$ cat config.mk
export PLATFORM = sky130hd
export DESIGN_NAME = mem_stage_flat
export DESIGN_NICKNAME = d
export VERILOG_FILES = /design/src/rtl/mem_stage_if.sv /design/src/rtl/mem_stage.sv /design/src/flat_wrapper.sv
export SDC_FILE = /design/constraint.sdc
export NUM_CORES = 2
export LEC_CHECK = 0
export BUFFER_PORTS_ARGS = -buffer_cell sky130_fd_sc_hd__buf_2
export CAP_MARGIN = 20
export CORE_MARGIN = 10
export CORE_UTILIZATION = 30
export DETAILED_ROUTE_END_ITERATION = 10
export GPL_TIMING_DRIVEN = 0
export PLACE_DENSITY = 0.43
export SLEW_MARGIN = 10
export SYNTH_ARGS = -nofsm -noshare
export SYNTH_HDL_FRONTEND = slang
export SYNTH_SLANG_ARGS = --single-unit
$ cat constraint.sdc
create_clock -name clk -period 3.8 [get_ports clk]
set_input_delay 0.38 -clock clk [delete_from_list [all_inputs] [get_ports clk]]
set_output_delay 0.38 -clock clk [all_outputs]
set_load 0.01 [all_outputs]
$ cat src/rtl/mem_stage_if.sv
// EX/MEM -> MEM stage -> MEM/WB signal bundle, plus the freeze line back to hazard control.
// master drives the EX/MEM side; slave is the memory stage itself.
interface mem_stage_if;
    logic        MEM_WB_ENIn;
    logic        MEM_R_ENIn;
    logic        MEM_W_ENIn;
    logic [31:0] ALUResIn;
    logic [31:0] RMValIn;
    logic [3:0]  DestIn;
    logic        WB_ENOut;
    logic        MEM_R_ENOut;
    logic [31:0] ALUResOut;
    logic [31:0] MemDataOut;
    logic [3:0]  DestOut;
    logic        freeze;

    modport master (
        output MEM_WB_ENIn, MEM_R_ENIn, MEM_W_ENIn, ALUResIn, RMValIn, DestIn,
        input  WB_ENOut, MEM_R_ENOut, ALUResOut, MemDataOut, DestOut, freeze
    );

    modport slave (
        input  MEM_WB_ENIn, MEM_R_ENIn, MEM_W_ENIn, ALUResIn, RMValIn, DestIn,
        output WB_ENOut, MEM_R_ENOut, ALUResOut, MemDataOut, DestOut, freeze
    );
endinterface

$ cat src/rtl/mem_stage.sv
// Pipeline memory stage: word-addressed data memory behind a fixed wait-state model.
// Freezes upstream and bubbles MEM/WB until each access reaches its completion cycle.
module mem_stage #(
    parameter int DEPTH       = 64,
    parameter int BASE_ADDR   = 1024,
    parameter int WAIT_CYCLES = 2
) (
    input  logic      clk,
    input  logic      rst,
    mem_stage_if.slave bus
);
    localparam int IDX_W = (DEPTH > 1) ? $clog2(DEPTH) : 1;
    localparam int CNT_W = (WAIT_CYCLES > 0) ? $clog2(WAIT_CYCLES + 1) : 1;
    localparam logic [CNT_W-1:0] CNT_LIM = CNT_W'(WAIT_CYCLES);

    typedef enum logic {S_IDLE, S_WAIT} state_e;

    state_e             state_q, state_d;
    logic [CNT_W-1:0]   cnt_q, cnt_d;
    logic [31:0]        mem_q [DEPTH];
    logic               access;
    logic               complete;
    logic               freeze;
    logic [IDX_W-1:0]   idx;

    assign access = bus.MEM_R_ENIn | bus.MEM_W_ENIn;
    // Offset from the base, drop the byte lane, wrap modulo DEPTH.
    assign idx = IDX_W'((bus.ALUResIn - 32'(BASE_ADDR)) >> 2);

    always_ff @(posedge clk) begin
        if (rst) begin
            state_q <= S_IDLE;
            cnt_q   <= '0;
        end else begin
            state_q <= state_d;
            cnt_q   <= cnt_d;
        end
    end

    always_comb begin
        state_d = state_q;
        cnt_d   = cnt_q;
        case (state_q)
            S_IDLE: begin
                if (access && (WAIT_CYCLES > 0)) begin
                    state_d = S_WAIT;
                    cnt_d   = CNT_W'(1);
                end
            end
            S_WAIT: begin
                // A request vanishing mid-wait is abandoned rather than completed.
                if (!access || (cnt_q >= CNT_LIM)) begin
                    state_d = S_IDLE;
                    cnt_d   = '0;
                end else begin
                    cnt_d = cnt_q + CNT_W'(1);
                end
            end
            default: begin
                state_d = S_IDLE;
                cnt_d   = '0;
            end
        endcase
    end

    always_comb begin
        freeze   = 1'b0;
        complete = 1'b0;
        if (!rst && access) begin
            case (state_q)
                S_IDLE: begin
                    if (WAIT_CYCLES == 0) complete = 1'b1;
                    else                  freeze   = 1'b1;
                end
                S_WAIT: begin
                    if (cnt_q < CNT_LIM) freeze   = 1'b1;
                    else                 complete = 1'b1;
                end
                default: begin
                    freeze   = 1'b0;
                    complete = 1'b0;
                end
            endcase
        end
    end

    always_ff @(posedge clk) begin
        if (rst) begin
            for (int i = 0; i < DEPTH; i++) mem_q[i] <= '0;
        end else if (complete && bus.MEM_W_ENIn) begin
            mem_q[idx] <= bus.RMValIn;
        end
    end

    assign bus.freeze      = freeze;
    assign bus.WB_ENOut    = (rst || freeze) ? 1'b0 : bus.MEM_WB_ENIn;
    assign bus.MEM_R_ENOut = (rst || freeze) ? 1'b0 : bus.MEM_R_ENIn;
    assign bus.MemDataOut  = rst ? 32'h0 : mem_q[idx];
    assign bus.ALUResOut   = bus.ALUResIn;
    assign bus.DestOut     = bus.DestIn;
endmodule

$ cat src/flat_wrapper.sv
// flat-port wrapper written by rule: the top's interface ports become plain ports
module mem_stage_flat 
#(
    parameter int DEPTH       = 64,
    parameter int BASE_ADDR   = 1024,
    parameter int WAIT_CYCLES = 2
)
  (clk, rst, bus_MEM_WB_ENIn, bus_MEM_R_ENIn, bus_MEM_W_ENIn, bus_ALUResIn, bus_RMValIn, bus_DestIn, bus_WB_ENOut, bus_MEM_R_ENOut, bus_ALUResOut, bus_MemDataOut, bus_DestOut, bus_freeze);
  mem_stage_if bus_i ();
  input  logic clk;
  input  logic rst;
  input wire logic [$bits(bus_i.MEM_WB_ENIn)-1:0] bus_MEM_WB_ENIn;
  input wire logic [$bits(bus_i.MEM_R_ENIn)-1:0] bus_MEM_R_ENIn;
  input wire logic [$bits(bus_i.MEM_W_ENIn)-1:0] bus_MEM_W_ENIn;
  input wire logic [$bits(bus_i.ALUResIn)-1:0] bus_ALUResIn;
  input wire logic [$bits(bus_i.RMValIn)-1:0] bus_RMValIn;
  input wire logic [$bits(bus_i.DestIn)-1:0] bus_DestIn;
  output wire logic [$bits(bus_i.WB_ENOut)-1:0] bus_WB_ENOut;
  output wire logic [$bits(bus_i.MEM_R_ENOut)-1:0] bus_MEM_R_ENOut;
  output wire logic [$bits(bus_i.ALUResOut)-1:0] bus_ALUResOut;
  output wire logic [$bits(bus_i.MemDataOut)-1:0] bus_MemDataOut;
  output wire logic [$bits(bus_i.DestOut)-1:0] bus_DestOut;
  output wire logic [$bits(bus_i.freeze)-1:0] bus_freeze;
  assign bus_i.MEM_WB_ENIn = bus_MEM_WB_ENIn;
  assign bus_i.MEM_R_ENIn = bus_MEM_R_ENIn;
  assign bus_i.MEM_W_ENIn = bus_MEM_W_ENIn;
  assign bus_i.ALUResIn = bus_ALUResIn;
  assign bus_i.RMValIn = bus_RMValIn;
  assign bus_i.DestIn = bus_DestIn;
  assign bus_WB_ENOut = bus_i.WB_ENOut;
  assign bus_MEM_R_ENOut = bus_i.MEM_R_ENOut;
  assign bus_ALUResOut = bus_i.ALUResOut;
  assign bus_MemDataOut = bus_i.MemDataOut;
  assign bus_DestOut = bus_i.DestOut;
  assign bus_freeze = bus_i.freeze;
  mem_stage #(.DEPTH(DEPTH), .BASE_ADDR(BASE_ADDR), .WAIT_CYCLES(WAIT_CYCLES)) u_core (.clk(clk), .rst(rst), .bus(bus_i));
endmodule
==> results_dict.tcl <==
set metrics [dict create \
    startpoint_type "input port" \
    antenna_found_initial 117 \
    ant_nets 0 \
    synth-seq-area-share_pct 66.5 \
    power.internal_uw 38700 \
    netlist_area_sq_um 92600 \
    coreArea_sq_um 307000 \
    chipHeight_microns 576 \
    cts_buffers 232 \
    grt-ovfl-total 0 \
    fp-row-count 203 \
    clk_latency_ns 0.92 \
    cp_slowest_cell "o31a_1" \
    finClkSkew_ns 0.0424 \
    ys.warnings.count 0 \
    swShare_pct 26.0 \
    ios 144 \
    yosysMostFrequentCell "and2_1" \
    power_frac_comb_pct 9.7 \
    critPathBufInv 5 \
    p_leak_uw 0.0393 \
    synthDistinctLibCells 60 \
    cp.required_ns 3.42 \
    slowest_delay_ns 0.59 \
    worst_hold_slack_ns 0.0903 \
    drive_above_1_share_pct 17.6 \
    area_growth_pct 20.3 \
    crit_path_end_kind "output pin" \
    outcome "finished with violations" \
    synth-edff-count 2048 \
    finalCritPeriodShare_pct 105 \
    drtPass1Iterations 6 \
    worst_pin_slew_ns 1.40 \
    yosysTopAreaCell "edfxtp_1" \
    period_minus_slack_ns 3.99 \
    setup_viol 47 \
    drcViolationCount 0 \
    grt_pass1_vias 63700 \
    worstPathArrival_ns 3.61 \
    cts_tree "built" \
    slew_viol_final 0 \
    relSlewSlack_pct 6.65 \
    grt_start_max_net_pins 33 \
    cp_top_family "compound AO/OA/AOI/OAI gates" \
    synth.area.top_cells "edfxtp_1 66%, and2_1 14%, a221oi_1 4.3%" \
    pwr-share-seq_pct 49.4 \
    wl_per_cell_microns 39.5 \
    dp_hpwl_microns 346000 \
    dr_total_vias 66600 \
    hold_viol 0 \
    cellPowerDensity_nw_per_um2 469 \
    grt.total_usage_pct 26.8 \
    worst-path-max-fanout 10 \
    synth_top_flop_cell "edfxtp_1" \
    first_iter_violations 10600 \
    htreeDepth 4 \
    p_switching_uw 13600 \
    hold_class "input port to register" \
    tns_ns -2.84 \
    timing.reg2reg.setup_slack_ns -0.07 \
    pwr-share-clk_pct 40.9 \
    cts.sinks 2051 \
    layout_setup_ws_ns -0.187 \
    die_area_sq_um 331000 \
    clockRootBuffer "clkbuf_16" \
    async_reset_ff_share_pct 0 \
    cts_max_path_buffers 3 \
    fp.dieW_microns 576 \
    grt_pass1_wl_microns 602000 \
    worst-setup-path-type "input port to output pin" \
    nets 7407 \
    synth.ff_latch_count 2051 \
    numPortBuffers 80 \
    fin_area_sq_um 111000 \
    yosys-top-cells-count "2053 x and2_1, 2048 x edfxtp_1, 549 x clkbuf_1" \
    syn-instance-count 6823 \
    final_util_pct 36.3 \
    violations "negative setup slack" \
    syn_area_per_cell_sq_um 13.6 \
    postRouteWirelength_microns 461000 \
    viasPerCell 5.71 \
    synth_top_area_share_pct 66.4 \
    ir_worst_vdd_mv 0.415 \
    fmax_mhz 251 \
    crit_chain "buf_4 -> buf_6 -> nor2b_1 -> buf_4 -> buf_2 -> a221oi_1 -> nor2_1 -> o21ai_1 -> nand4_1 -> o31a_1 -> buf_2" \
    initial_core_util_pct 30.2 \
    path_clk_slew_ns 0.06 \
    placed_cell_area_sq_um 103000 \
    gp_congestion 1.02 \
    syn_nets 6897 \
    rsz0062_at_grt "true" \
    cap_violations 0 \
]
## repair_timing
action | CTS | global route
hold buffers | 2 | 0
endpoints found under the hold margin | 3 | 0
pin swaps | 19 | 9
buffers inserted | 9 | 1
gates resized for setup | 516 | 66
endpoints found under the setup margin | 1206 | 652
## worst min-delay path, delay by kind of cell
family / cells / cell delay (ns)
simple gates: 1 / 0.14
buf+inv: 2 / 0.28
## metal layers
metal	track usage (%)	share of wire (%)	up-vias
met5	0.0861	0.11	-
met3	7.47	10	1173
met1	34.6	39	34500
met2	39.8	43	4423
li1	-	-	26500
met4	16.5	7.5	56
## state kept, by name, indices dropped and copies added (netlist names)
name,cells
u_core.mem_q,2048
u_core.cnt_q,2
u_core.state_q,1
## cell families (layout without fill, tap and decap cells)
kind of cell,count (synthesis),after routing,synth area share [%]
other,0,57,0
muxes,245,245,3.85
AOI/OAI and AO/OA,1199,1199,9.80
buffers and inverters,806,1496,3.71
adders and majority gates,1,1,0.0135
DFF,2051,2051,66.5
and+or+nand+nor,2521,2521,16.1
## final cells by class
cell class              count  area (sq um)
diodes                     57           143
plain buffers             794          4110
clock buffers             307          6130
clock inverters           107           759
fillers                 29400        195000
inverters                   5          18.8
multi-input cells        3966         29300
flip-flops and latches   2051         61600
well taps                4100          5130
repair buffers            283          4220
## path summary, 6_finish.rpt
path,from,end,cells after the start
max,bus_ALUResIn[2],bus_MemDataOut[20],11
min,bus_RMValIn[7],u_core.mem_q[9][7]$_SDFFCE_PN0P_,3
max reg2reg,u_core.cnt_q[1]$_SDFFE_PP0P_,u_core.mem_q[5][12]$_SDFFCE_PN0P_,9
min reg2reg,u_core.cnt_q[0]$_SDFFE_PP0P_,u_core.cnt_q[0]$_SDFFE_PP0P_,1
## power groups by stage
stage	Sequential (uW)	Combinational (uW)	Clock, uW
3_5_place_dp	26300	4730	0
3_3_place_gp	26400	4270	0
4_1_cts	25800	4940	21500
6_report	25800	5090	21400
2_1_floorplan	26200	1850	0
5_1_grt	25800	5100	22300
## through the flow
stage / cells / power, uW / worst slack, ns
final: 11700 / 52200 / -0.187
after detailed placement: 11200 / 31000 / -1.73
after floorplan: 6823 / 28100 / -0.332
after CTS: 11600 / 52200 / -0.0418
after global placement: 11000 / 30600 / -5.44
after global routing: 11600 / 53200 / -0.0382
## placed cells by master (no fill, tap or decap), types with 20 or more instances in the layout
cell type	count
a21oi_1	53
a221oi_1	443
a22oi_1	252
and2_1	2053
buf_1	28
buf_12	55
buf_16	58
buf_2	146
buf_4	132
buf_6	56
buf_8	51
clkbuf_1	482
clkbuf_16	234
clkbuf_2	100
clkbuf_4	31
clkinv_1	45
clkinv_2	40
diode_2	57
edfxtp_1	2048
mux2_2	47
mux2i_1	103
mux4_2	84
nand2_1	29
nand3_1	30
nor2_1	222
nor2_2	36
nor3_1	41
o21ai_0	68
o21ai_1	20
o21ai_2	20
o21ai_4	62
o22a_1	38
o22ai_1	76
(Power assumes the default switching activity.)
